`config.mk`:
```
export PLATFORM = sky130hd
export DESIGN_NAME = fmul_result_buf
export DESIGN_NICKNAME = d
export VERILOG_FILES = /design/src/rtl/fmul_result_buf.sv
export SDC_FILE = /design/constraint.sdc
export NUM_CORES = 1
export LEC_CHECK = 0
export CORE_MARGIN = 3
export CORE_UTILIZATION = 35
export CTS_BUF_LIST = sky130_fd_sc_hd__clkbuf_4 sky130_fd_sc_hd__clkbuf_8
export CTS_CLUSTER_DIAMETER = 200
export CTS_CLUSTER_SIZE = 24
export DETAILED_ROUTE_END_ITERATION = 12
export SETUP_SLACK_MARGIN = 0.05
export SKIP_LAST_GASP = 1
export SYNTH_ARGS = -nofsm -noshare
export SYNTH_HDL_FRONTEND = slang
export SYNTH_SLANG_ARGS = --single-unit
```
`constraint.sdc`:
```
create_clock -name clk -period 2.38 [get_ports clk]
set_input_delay 0.238 -clock clk [delete_from_list [all_inputs] [get_ports clk]]
set_output_delay 0.238 -clock clk [all_outputs]
set_load 0.005 [all_outputs]
```
`src/rtl/fmul_result_buf.sv`:
```
// fmul_result_buf: in-order result FIFO behind a 2-cycle FP multiplier with credit-based issue control.
// Define FMUL_RBUF_FLAGS_EN to add per-entry out_zero/out_neg flags.
module fmul_result_buf #(
  parameter int TAGW  = 5,
  parameter int DEPTH = 4
) (
  input  logic            clk,
  input  logic            rstn,
  input  logic            issue_valid,
  output logic            issue_ready,
  input  logic [31:0]     issue_x1,
  input  logic [31:0]     issue_x2,
  input  logic [TAGW-1:0] issue_tag,
  output logic [31:0]     fmul_x1,
  output logic [31:0]     fmul_x2,
  input  logic [31:0]     fmul_y,
  output logic            out_valid,
  input  logic            out_ready,
  output logic [31:0]     out_data,
  output logic [TAGW-1:0] out_tag
`ifdef FMUL_RBUF_FLAGS_EN
  ,
  output logic            out_zero,
  output logic            out_neg
`endif
);
  localparam int AW = $clog2(DEPTH);
  localparam int CW = AW + 1;
  logic            v1_q, v1_d, v2_q, v2_d;
  logic [TAGW-1:0] t1_q, t2_q;
  logic [AW-1:0]   wp_q, wp_d, rp_q, rp_d;
  logic [CW-1:0]   occ_q, occ_d, cred_q, cred_d;
  logic [31:0]     data_mem [DEPTH];
  logic [TAGW-1:0] tag_mem  [DEPTH];
  logic            issue, pop, push;
  assign fmul_x1     = issue_x1;
  assign fmul_x2     = issue_x2;
  assign issue_ready = cred_q < CW'(DEPTH);
  assign out_valid   = occ_q != '0;
  assign issue       = issue_valid & issue_ready;
  assign pop         = out_valid & out_ready;
  assign push        = v2_q;
  assign out_data    = data_mem[rp_q];
  assign out_tag     = tag_mem[rp_q];
  always_comb begin
    v1_d   = issue;
    v2_d   = v1_q;
    wp_d   = push ? wp_q + AW'(1) : wp_q;
    rp_d   = pop ? rp_q + AW'(1) : rp_q;
    occ_d  = occ_q + CW'(push) - CW'(pop);
    cred_d = cred_q + CW'(issue) - CW'(pop);
  end
  always_ff @(posedge clk) begin
    if (!rstn) begin
      v1_q   <= 1'b0;
      v2_q   <= 1'b0;
      wp_q   <= '0;
      rp_q   <= '0;
      occ_q  <= '0;
      cred_q <= '0;
    end else begin
      v1_q   <= v1_d;
      v2_q   <= v2_d;
      wp_q   <= wp_d;
      rp_q   <= rp_d;
      occ_q  <= occ_d;
      cred_q <= cred_d;
    end
  end
  // payload storage is unreset; the cleared valids and pointers make stale entries unreachable
  always_ff @(posedge clk) begin
    t1_q <= issue_tag;
    t2_q <= t1_q;
    if (push) begin
      data_mem[wp_q] <= fmul_y;
      tag_mem[wp_q]  <= t2_q;
    end
  end
`ifdef FMUL_RBUF_FLAGS_EN
  logic [1:0] flag_mem [DEPTH];
  always_ff @(posedge clk) begin
    if (push) flag_mem[wp_q] <= {fmul_y[30:23] == 8'd0, fmul_y[31]};
  end
  assign out_zero = flag_mem[rp_q][1];
  assign out_neg  = flag_mem[rp_q][0];
`endif
endmodule
```
== Yosys cells after proc, flatten, opt, wreduce, memory -nomap -nowiden ==
Memory sizes are Yosys's and may differ from the RTL's. A register that Yosys moved wholly into a read port is not among the register bits.
Index checks and enable logic that the tools add are counted.
Cells by class
  add/subtract/negate cells: 6
  magnitude comparators: 1
  multiplexer cells: 6
  bitwise gates (word level): 2
  reduce and logical (&&, ||, !) cells: 1
Operators by type and width (number)
  two-way mux 2 bit: 4
  adder 3 x 1 -> 3 bit: 2
  subtractor 3 x 1 -> 3 bit: 2
  adder 2 x 1 -> 2 bit, second input constant: 2
  less-than comparator 3 bit, second input constant: 1
  nonzero test 3 bit: 1
  AND 1 bit: 2
  two-way mux 1 bit: 2
Word-level totals
  flip-flop bits (word level): 22
  RAM bits: 148
  input bits: 105
  word-level logic and storage cells: 26
  memories: 2
Memories
  data_mem: depth 4, width 32, rd ports 1, clocked after Yosys merged registers in 1, wr ports 1, line 33  | logic [31:0] data_mem [DEPTH];
  tag_mem: depth 4, width 5, rd ports 1, clocked after Yosys merged registers in 1, wr ports 1, line 34  | logic [TAGW-1:0] tag_mem [DEPTH];

== Logic depth before layout (Yosys ltp) ==
Gate-level depths: netlist of run 1.
  depth after elaboration: 4
  mapped depth: 8

== Worst setup path before layout of run 1 ==
OpenSTA, ideal clock, no wires.
  path type: reg-to-reg
  start point: register occ_q[2]
  end point: register occ_q[2]
  arrival: 1.995 ns
  data required time: 2.265 ns
  setup slack: 0.270 ns
  stages on the path, launching flop included: 8
  path buffers: 0
  clock period less this slack: 2.110 ns
  path through: dfxtp_1 -> o31a_1 -> ha_1 -> inv_1 -> ha_1 -> fa_1 -> xnor3_1 -> and2_1
Between the ends
  word-level cells in the longest chain between the ends: 3
  elaborated cells on any way between the ends: 4
  those cells by class: 2 x add/sub; 1 x bitwise; 1 x reduce/logical
Ends and longest elaborated chain
  from (decl): line 32  | logic [CW-1:0] occ_q, occ_d, cred_q, cred_d;
  from (signal assigned): line 59  | occ_q <= '0;
  from (signal assigned): line 66  | occ_q <= occ_d;
  nonzero test 3 bit: line 39  | assign out_valid = occ_q != '0;
  AND 1 bit: line 41  | assign pop = out_valid & out_ready;
  net pop: line 35  | logic issue, pop, push;
  subtractor 3 x 1 -> 3 bit: line 50  | occ_d = occ_q + CW'(push) - CW'(pop);
The timed path passes the listed nets, and every way through them passes these cells.
A chain may end at the register's enable or synchronous reset.

==> results of run 1 <==
-- cell usage after synthesis --
library cell | instances | area share (%)
sky130_fd_sc_hd__edfxtp_1 | 148 | 66
sky130_fd_sc_hd__buf_4 | 64 | 7.1
sky130_fd_sc_hd__mux4_2 | 30 | 10
sky130_fd_sc_hd__dfxtp_1 | 24 | 7.1
sky130_fd_sc_hd__and2_1 | 12 | 1.1
sky130_fd_sc_hd__inv_1 | 10 | 0.55
sky130_fd_sc_hd__ha_1 | 8 | 1.5
sky130_fd_sc_hd__mux4_1 | 7 | 2.7
sky130_fd_sc_hd__mux2i_1 | 4 | 0.59
sky130_fd_sc_hd__buf_12 | 3 | 0.89
sky130_fd_sc_hd__buf_2 | 3 | 0.22
sky130_fd_sc_hd__nand2_1 | 3 | 0.17
sky130_fd_sc_hd__fa_1 | 2 | 0.59
sky130_fd_sc_hd__nand2b_1 | 2 | 0.18
sky130_fd_sc_hd__xnor3_1 | 2 | 0.67
sky130_fd_sc_hd__and3_1 | 1 | 0.093
sky130_fd_sc_hd__buf_6 | 1 | 0.17
sky130_fd_sc_hd__clkbuf_1 | 1 | 0.055
sky130_fd_sc_hd__clkbuf_2 | 1 | 0.074
sky130_fd_sc_hd__nor2b_1 | 1 | 0.093
sky130_fd_sc_hd__o311ai_0 | 1 | 0.13
sky130_fd_sc_hd__o31a_1 | 1 | 0.13
sky130_fd_sc_hd__or3_1 | 1 | 0.093
sky130_fd_sc_hd__xor2_1 | 1 | 0.13
-- metrics by stage --
stage                     worst slack (ns)  instance area (um2)
after floorplan                      0.270                 6770
after detailed placement            0.0695                 7440
final                               0.0641                 7880
after global routing               -0.0399                 7880
after CTS                          -0.0145                 7870
after global placement               0.140                 7440
-- cells by family (layout without fill, tap and decap cells) --
logic type / count (synthesis) / count (layout)
muxes: 41 / 41
adders and majority gates: 10 / 10
AOI/OAI and AO/OA: 2 / 2
and+or+nand+nor: 20 / 20
DFF: 172 / 172
xor gates and xnor gates: 3 / 3
buffers and inverters: 83 / 137
-- timing repair --
action / 4_1_cts / 5_1_grt
pin swaps: 0 / 0
resized for setup: 20 / 7
setup buffers: 4 / 2
setup endpoints to repair: 34 / 27
gates cloned: 1 / 0
-- metal layers --
metal  wire (um)  up-vias  GRT usage (%)
met5           0        -              0
met4         405        0           5.65
met3         812       56           4.65
met2        6540      112           21.0
met1        4960     1474           14.0
li1            -     1289              -
-- power breakdown --
| group | switching [mW] | internal, mW |
|---|---|---|
| clock | 0.968 | 0.968 |
| sequential | 0.0756 | 3.39 |
| combinational | 0.560 | 0.992 |
| total | 1.60 | 5.35 |
-- final timing paths --
kind	startpoint	to	cells past startpoint
min reg2reg	t1_q[2]	t2_q[2]	0
max reg2reg	occ_q[2]	occ_q[2]	7
max	flop	out_tag[4]	3
min	issue_tag[0]	t1_q[0]	1
-- registers in the layout (all words and copies together) (netlist names), named ones only --
name / flops
data_mem: 128
occ_q: 3
t2_q: 5
push: 1
rp_q: 2
cred_q: 3
tag_mem: 20
v1_q: 1
t1_q: 5
wp_q: 2
-- cell type report --
class / instances / area, um2 / area share, %
Tap cell: 260 / 325 / 4.13
Inverter: 10 / 37.5 / 0.476
Clock buffer: 26 / 314 / 3.99
Clock inverter: 6 / 62.6 / 0.794
Multi-Input combinational cell: 76 / 1230 / 15.6
Timing Repair Buffer: 95 / 983 / 12.5
Sequential cell: 172 / 4930 / 62.6
-- cells in the final DEF, fill, tap and decap left out, drive strengths merged, types with 2 or more instances in the layout --
cell type      count
dlygate4sd2       14
edfxtp           148
dlymetal6s2s       5
clkdlybuf4s50     60
ha                 8
clkinv             2
clkbuf            26
and2              12
mux4              37
xnor3              2
mux2i              4
buf               16
inv               13
nand2              3
fa                 2
dfxtp             24
nand2b             2
-- critical path, delay by kind of cell (launching register included) --
kind	cells	cell delay, ns
buffers and inverters	2	0.64
multiplexers	1	0.58
flip-flops	1	0.41
==> tab_implementation.tex, run 1 <==
\begin{tabular}{lr}
\hline
Metric & Value \\
\hline
\multicolumn{2}{l}{\textbf{Yosys}} \\
\quad Yosys warning count & 0 \\
\quad Simple-gate share of the synthesized area & 1.74\% \\
\quad Cell area after technology mapping & 0.00677 mm2 \\
\quad Main combinational cell family by area after synthesis & multiplexers \\
\quad Number of synthesized register bits & 172 \\
\quad Synth Area per Inst & 20.4 um2 \\
\quad Synthesized instance count & 331 \\
\quad Share of the synthesized netlist area taken by xor and xnor gates & less than 1\% \\
\quad Compound-cell area share of the yosys netlist & 0.259\% \\
\quad Sequential-to-total area share from yosys stat & $\sim$73\% \\
\quad Synth Area in Adders & 2.07\% \\
\quad Share of cell area taken by muxes after synthesis & 13.3\% \\
\quad Distinct cell type count after synthesis & 24 \\
\quad Post-synthesis net count & approximately 450 \\
\multicolumn{2}{l}{\textbf{Pwr}} \\
\quad Max VDD drop & 0.368 mV \\
\quad Static Leak & 2.65 nW \\
\quad Pwr per Cell Area & 883 mW/mm2 \\
\quad Power, Total & about 7 mW \\
\multicolumn{2}{l}{\textbf{STA}} \\
\quad Transition time at the pin with the least slew margin & 0.594 ns \\
\quad Highest clock rate & 432 MHz \\
\quad Final number of setup-violating endpoints & 0 \\
\quad Clk\_skew & 0.00853 ns \\
\quad Hold Slack & 0.231 ns \\
\quad Period utilization & roughly 97\% \\
\quad Final hold violations & 0 \\
\quad Number of max-slew violations in the final report & 0 \\
\quad Sum of negative setup slack & 0 ns \\
\quad Normalized max-slew margin & 60.4\% \\
\quad Minimum period implied by the final worst setup slack & 2.32 ns \\
\quad Setup repair after global routing missed its margin & yes \\
\multicolumn{2}{l}{\textbf{Global routing}} \\
\quad Initial antenna violation count & 0 \\
\quad Via count of the first global-routing pass & 3171 \\
\quad Overflow after GRT & 0 \\
\quad Maximum number of pins on one net before global-route repair & 38 \\
\quad Global-route usage over all layers & 12.4\% \\
\quad Global-route wire length before repair & roughly 19 mm \\
\multicolumn{2}{l}{\textbf{Worst setup path}} \\
\quad Critical path data arrival time & 2.08 ns \\
\quad Critical path capture point type & output pin \\
\quad CP required & 2.14 ns \\
\quad CP max stage delay & between 0.5 and 0.6 ns \\
\quad Setup slack of the most critical reg-to-reg path & 0.21 ns \\
\quad Largest fanout of any net on the critical path & 13 \\
\quad Critical path cell sequence & buf\_12 > mux4\_1 > clkdlybuf4s50\_1 \\
\quad Slowest stage cell, crit path & sky130\_fd\_sc\_hd\_\_mux4\_1 \\
\quad Startpoint type of the worst setup path & flop \\
\quad Category of the most critical setup path & reg2out \\
\multicolumn{2}{l}{\textbf{Clock tree}} \\
\quad CTS tree & yes \\
\quad Bufs on Longest Clock Path & 2 \\
\quad Source-to-sink clock delay at the later pin of the worst-skew pair & 0.44 ns \\
\quad Clock sink count & 172 \\
\quad Total clock buffers created by CTS & 17 \\
\quad CTS root buf & sky130\_fd\_sc\_hd\_\_clkbuf\_8 \\
\quad Clock transition time at the flip-flop clock pins of the worst setup and hold paths & roughly 0.08 ns \\
\quad H-tree Lvls & 4 \\
\quad Hold buffer count at cts & 0 \\
\multicolumn{2}{l}{\textbf{Route}} \\
\quad Vias per cell & 4.54 \\
\quad Pre-antenna DRT Iters & 4 \\
\quad Detail-routed net length per standard cell & 19.7 um \\
\quad Number of design-rule violations left by the first detailed-router iteration & roughly 150 \\
\quad Total via count after detailed routing & 2931 \\
\quad \# DRC & 0 \\
\quad Post-DRT Antenna Nets & 0 \\
\quad Overall routed net length & 12.7 mm \\
\multicolumn{2}{l}{\textbf{Floorplanning}} \\
\quad Effective utilization at floorplan & 35.9\% \\
\quad Row count & 50 \\
\quad Chip Height & 145 um \\
\quad IO Pins & between 200 and 250 \\
\quad Die area & 0.0210 mm2 \\
\quad Floorplan Core Area & approximately 0.019 mm2 \\
\quad Width of the chip & 145 um \\
\multicolumn{2}{l}{\textbf{Job}} \\
\quad Max-cap violations & 0 \\
\multicolumn{2}{l}{\textbf{Placement}} \\
\quad \# port buffers & 79 \\
\quad Placed wire-length estimate & 8.09 mm \\
\quad Final RePlAce weighted congestion & approximately 0.66 \\
\quad \# placed instances & 607 \\
\multicolumn{2}{l}{\textbf{Layout}} \\
\quad Post-Route Utilization & 41.8\% \\
\quad Fraction of layout cells with a size suffix above 1 & about 22\% \\
\quad ANT cells & 0 \\
\quad Layout net count & 487 \\
\quad Non-filler cells, final & around 650 \\
\quad Area growth syn-to-layout & 16.4\% \\
\quad Count of fill cells added during filler insertion & 1652 \\
\multicolumn{2}{l}{\textbf{Outcome}} \\
\quad Run status & finished, final reports clean \\
\multicolumn{2}{l}{\textbf{Min path}} \\
\quad Class of the most critical hold timing path & in2reg \\
\hline
\end{tabular}
(Power assumes the default switching activity.)
==> inputs of run 2 (changes only) <==
--- a/config.mk
+++ b/config.mk
@@ -9,7 +9,6 @@
 export CORE_UTILIZATION = 35
 export CTS_BUF_LIST = sky130_fd_sc_hd__clkbuf_4 sky130_fd_sc_hd__clkbuf_8
 export CTS_CLUSTER_DIAMETER = 200
-export CTS_CLUSTER_SIZE = 24
 export DETAILED_ROUTE_END_ITERATION = 12
 export SETUP_SLACK_MARGIN = 0.05
 export SKIP_LAST_GASP = 1
==> results of run 2 <==
Final layout, timing and power as in run 1 (identical DEF).
==> inputs of run 3 (changes only) <==
--- a/config.mk
+++ b/config.mk
@@ -10,6 +10,7 @@
 export CTS_BUF_LIST = sky130_fd_sc_hd__clkbuf_4 sky130_fd_sc_hd__clkbuf_8
 export CTS_CLUSTER_DIAMETER = 200
 export DETAILED_ROUTE_END_ITERATION = 12
+export MAX_ROUTING_LAYER = met4
 export SETUP_SLACK_MARGIN = 0.05
 export SKIP_LAST_GASP = 1
 export SYNTH_ARGS = -nofsm -noshare
==> tab_implementation.tex, run 3 (synthesis results as in run 1) <==
\begin{tabular}{lr}
\hline
Metric & Value \\
\hline
\multicolumn{2}{l}{\textbf{Worst setup path}} \\
\quad Critical path data arrival time & 2.07 ns (was 2.08 ns) \\
\quad CP max stage delay & 0.58 ns (about the same) \\
\quad WP depth & 3 (unchanged) \\
\quad Largest fanout of any net on the critical path & 13 (unchanged) \\
\quad Critical path cell sequence & buf\_12 > mux4\_1 > clkdlybuf4s50\_1 (unchanged) \\
\quad Cell depth of the worst flop-to-flop path & 7 (unchanged) \\
\quad Worst path top cell family by delay & buffers and inverters (unchanged) \\
\quad Bufs and invs on worst path & 2 (unchanged) \\
\quad Critical path capture point type & output pin (unchanged) \\
\quad CP required & 2.14 ns (about the same) \\
\quad Critical register-to-register path endpoint & occ\_q[2] (unchanged) \\
\quad Setup slack of the most critical reg-to-reg path & 0.22 ns (was 0.21 ns) \\
\quad Critical register-to-register path startpoint & occ\_q[2] (unchanged) \\
\quad Slowest stage cell, crit path & sky130\_fd\_sc\_hd\_\_mux4\_1 (unchanged) \\
\quad Category of the most critical setup path & reg2out (unchanged) \\
\quad Startpoint type of the worst setup path & flop (unchanged) \\
\multicolumn{2}{l}{\textbf{Layout}} \\
\quad Area growth syn-to-layout & 16.4\% (unchanged) \\
\quad Storage element area & 0.00493 mm2 (unchanged) \\
\quad Top flop regs & data\_mem (128), tag\_mem (20) (unchanged) \\
\quad Non-filler cells, final & 645 (unchanged) \\
\quad Most common cell after layout, fill and taps aside & sky130\_fd\_sc\_hd\_\_edfxtp\_1 (unchanged) \\
\quad Number of flip-flops under the largest register name & 128 (unchanged) \\
\quad Final design instance area without fill & 0.00788 mm2 (unchanged) \\
\quad Highest-count cells in the layout ignoring fill and taps & sky130\_fd\_sc\_hd\_\_edfxtp\_1, sky130\_fd\_sc\_hd\_\_clkdlybuf4s50\_1, sky130\_fd\_sc\_hd\_\_mux4\_2, sky130\_fd\_sc\_hd\_\_dfxtp\_1, sky130\_fd\_sc\_hd\_\_clkbuf\_8 (unchanged) \\
\quad Count of fill cells added during filler insertion & 1652 (unchanged) \\
\quad Register bank with the most flops & data\_mem (unchanged) \\
\quad Multi-input logic area & 0.00123 mm2 (unchanged) \\
\quad Fraction of layout cells with a size suffix above 1 & 22.1\% (unchanged) \\
\quad Layout net count & 487 (unchanged) \\
\quad ANT cells & 0 (unchanged) \\
\multicolumn{2}{l}{\textbf{Clock tree}} \\
\quad H-tree Lvls & 4 (unchanged) \\
\quad Clock transition time at the flip-flop clock pins of the worst setup and hold paths & 0.08 ns (about the same) \\
\quad Hold buffer count at cts & 0 (unchanged) \\
\quad CTS tree & yes (unchanged) \\
\quad Clock sink count & 172 (unchanged) \\
\quad Source-to-sink clock delay at the later pin of the worst-skew pair & 0.44 ns (about the same) \\
\quad Bufs on Longest Clock Path & 2 (unchanged) \\
\quad Total clock buffers created by CTS & 17 (unchanged) \\
\quad CTS root buf & sky130\_fd\_sc\_hd\_\_clkbuf\_8 (unchanged) \\
\multicolumn{2}{l}{\textbf{Outcome}} \\
\quad Run status & finished, final reports clean (unchanged) \\
\multicolumn{2}{l}{\textbf{STA}} \\
\quad Final number of setup-violating endpoints & 0 (unchanged) \\
\quad Sum of negative setup slack & 0 ns (unchanged) \\
\quad Setup repair after global routing missed its margin & yes (unchanged) \\
\quad Period utilization & 97.1\% (was 97.3\%) \\
\quad Post-route worst setup slack & 0.0693 ns (was 0.0641 ns) \\
\quad Normalized max-slew margin & 60.4\% (about the same) \\
\quad Highest clock rate & 433 MHz (was 432 MHz) \\
\quad Clk\_skew & 0.00647 ns (was 0.00853 ns) \\
\quad Final hold violations & 0 (unchanged) \\
\quad Number of max-slew violations in the final report & 0 (unchanged) \\
\quad Transition time at the pin with the least slew margin & 0.594 ns (about the same) \\
\quad Minimum period implied by the final worst setup slack & 2.31 ns (was 2.32 ns) \\
\multicolumn{2}{l}{\textbf{Floorplanning}} \\
\quad Width of the chip & 145 um (unchanged) \\
\quad Die area & 0.0210 mm2 (unchanged) \\
\quad Chip Height & 145 um (unchanged) \\
\quad IO Pins & 208 (unchanged) \\
\quad Row count & 50 (unchanged) \\
\quad Floorplan Core Area & 0.0188 mm2 (unchanged) \\
\quad Effective utilization at floorplan & 35.9\% (unchanged) \\
\multicolumn{2}{l}{\textbf{Placement}} \\
\quad Final RePlAce weighted congestion & 0.665 (was 0.656) \\
\quad \# port buffers & 79 (unchanged) \\
\quad Area after DPL & 0.00744 mm2 (unchanged) \\
\quad Placed wire-length estimate & 8.09 mm (unchanged) \\
\quad \# placed instances & 607 (unchanged) \\
\quad Pre-CTS setup slack & 0.0695 ns (unchanged) \\
\multicolumn{2}{l}{\textbf{Min path}} \\
\quad Hold Path End & t1\_q[0] (unchanged) \\
\quad Number of instances on the worst hold path & 1 (unchanged) \\
\quad Hold wc startpoint & issue\_tag[0] (unchanged) \\
\quad Class of the most critical hold timing path & in2reg (unchanged) \\
\multicolumn{2}{l}{\textbf{Route}} \\
\quad Detail-routed net length per standard cell & 19.8 um (was 19.7 um) \\
\quad Met3 wire length & 761 um (was 812 um) \\
\quad \# DRC & 0 (unchanged) \\
\quad Total via count after detailed routing & 2929 (was 2931) \\
\quad M1 wire length & 4.98 mm (was 4.96 mm) \\
\quad Post-DRT Antenna Nets & 0 (unchanged) \\
\quad Number of design-rule violations left by the first detailed-router iteration & 154 (was 153) \\
\quad Overall routed net length & 12.7 mm (about the same) \\
\quad Vias per cell & 4.54 (about the same) \\
\quad Pre-antenna DRT Iters & 4 (unchanged) \\
\quad Top layer in use & met4 (unchanged) \\
\quad Routed length on met2 & 6.56 mm (was 6.54 mm) \\
\multicolumn{2}{l}{\textbf{Pwr}} \\
\quad Static Leak & 2.65 nW (unchanged) \\
\quad Max VDD drop & 0.368 mV (about the same) \\
\quad Pwr per Cell Area & 883 mW/mm2 (about the same) \\
\quad Power, Total & 6.96 mW (was 6.95 mW) \\
\multicolumn{2}{l}{\textbf{Global routing}} \\
\quad Overflow after GRT & 0 (unchanged) \\
\quad Initial antenna violation count & 0 (unchanged) \\
\quad Global-route wire length before repair & 19.3 mm (unchanged) \\
\quad Via count of the first global-routing pass & 3154 (was 3171) \\
\quad Global-route usage over all layers & 12.8\% (was 12.4\%) \\
\quad Maximum number of pins on one net before global-route repair & 38 (unchanged) \\
\multicolumn{2}{l}{\textbf{Job}} \\
\quad Max-cap violations & 0 (unchanged) \\
\hline
\end{tabular}
[run 3: timing repair]
| action | 4_1_cts | 5_1_grt |
|---|---|---|
| endpoints found under the hold margin | 0 | 0 |
| resized for setup | 20 | 7 |
| pin swaps | 0 | 0 |
| endpoints found under the setup margin | 34 | 27 |
| gates cloned | 1 | 0 |
| buffers inserted | 4 | 2 |
[run 3: worst max-delay path by stage]
stage               slack [ns]          to  startpoint
detailed placement        0.07    occ_q[2]   out_ready
CTS                      -0.01  out_tag[4]        flop
global placement          0.14    occ_q[2]   out_ready
finish                    0.07  out_tag[4]        flop
global route             -0.04  out_tag[4]        flop
floorplan                 0.27    occ_q[2]    occ_q[2]
[run 3: metal layers]
metal  vias up  global-route usage (%)
li1       1290                       -
met1      1464                    14.1
met2       113                    21.0
met3        62                    3.97
met4         0                    6.65
met5         -                       -
[run 3: stage by stage]
| step | utilization, % | hold slack (ns) |
|---|---|---|
| global route | 41.8 | 0.197 |
| detailed placement | 39.5 | 0.312 |
| CTS | 41.8 | 0.195 |
| global placement | 39.5 | 0.314 |
| floorplan | - | 0.266 |
| finish | 41.8 | 0.236 |
[run 3: power by group]
part	switching (mW)	leakage, nW	internal, mW
clock network	0.971	0.202	0.969
logic	0.561	0.909	0.992
registers	0.0759	1.54	3.39
total	1.61	2.65	5.35
[run 3: cell type report]
class / instances / share of cell area, %
clock buffers: 26 / 3.99
flip-flops and latches: 172 / 62.6
repair buffers: 95 / 12.5
well taps: 260 / 4.13
multi-input cells: 76 / 15.6
clock inverters: 6 / 0.794
inverters: 10 / 0.476
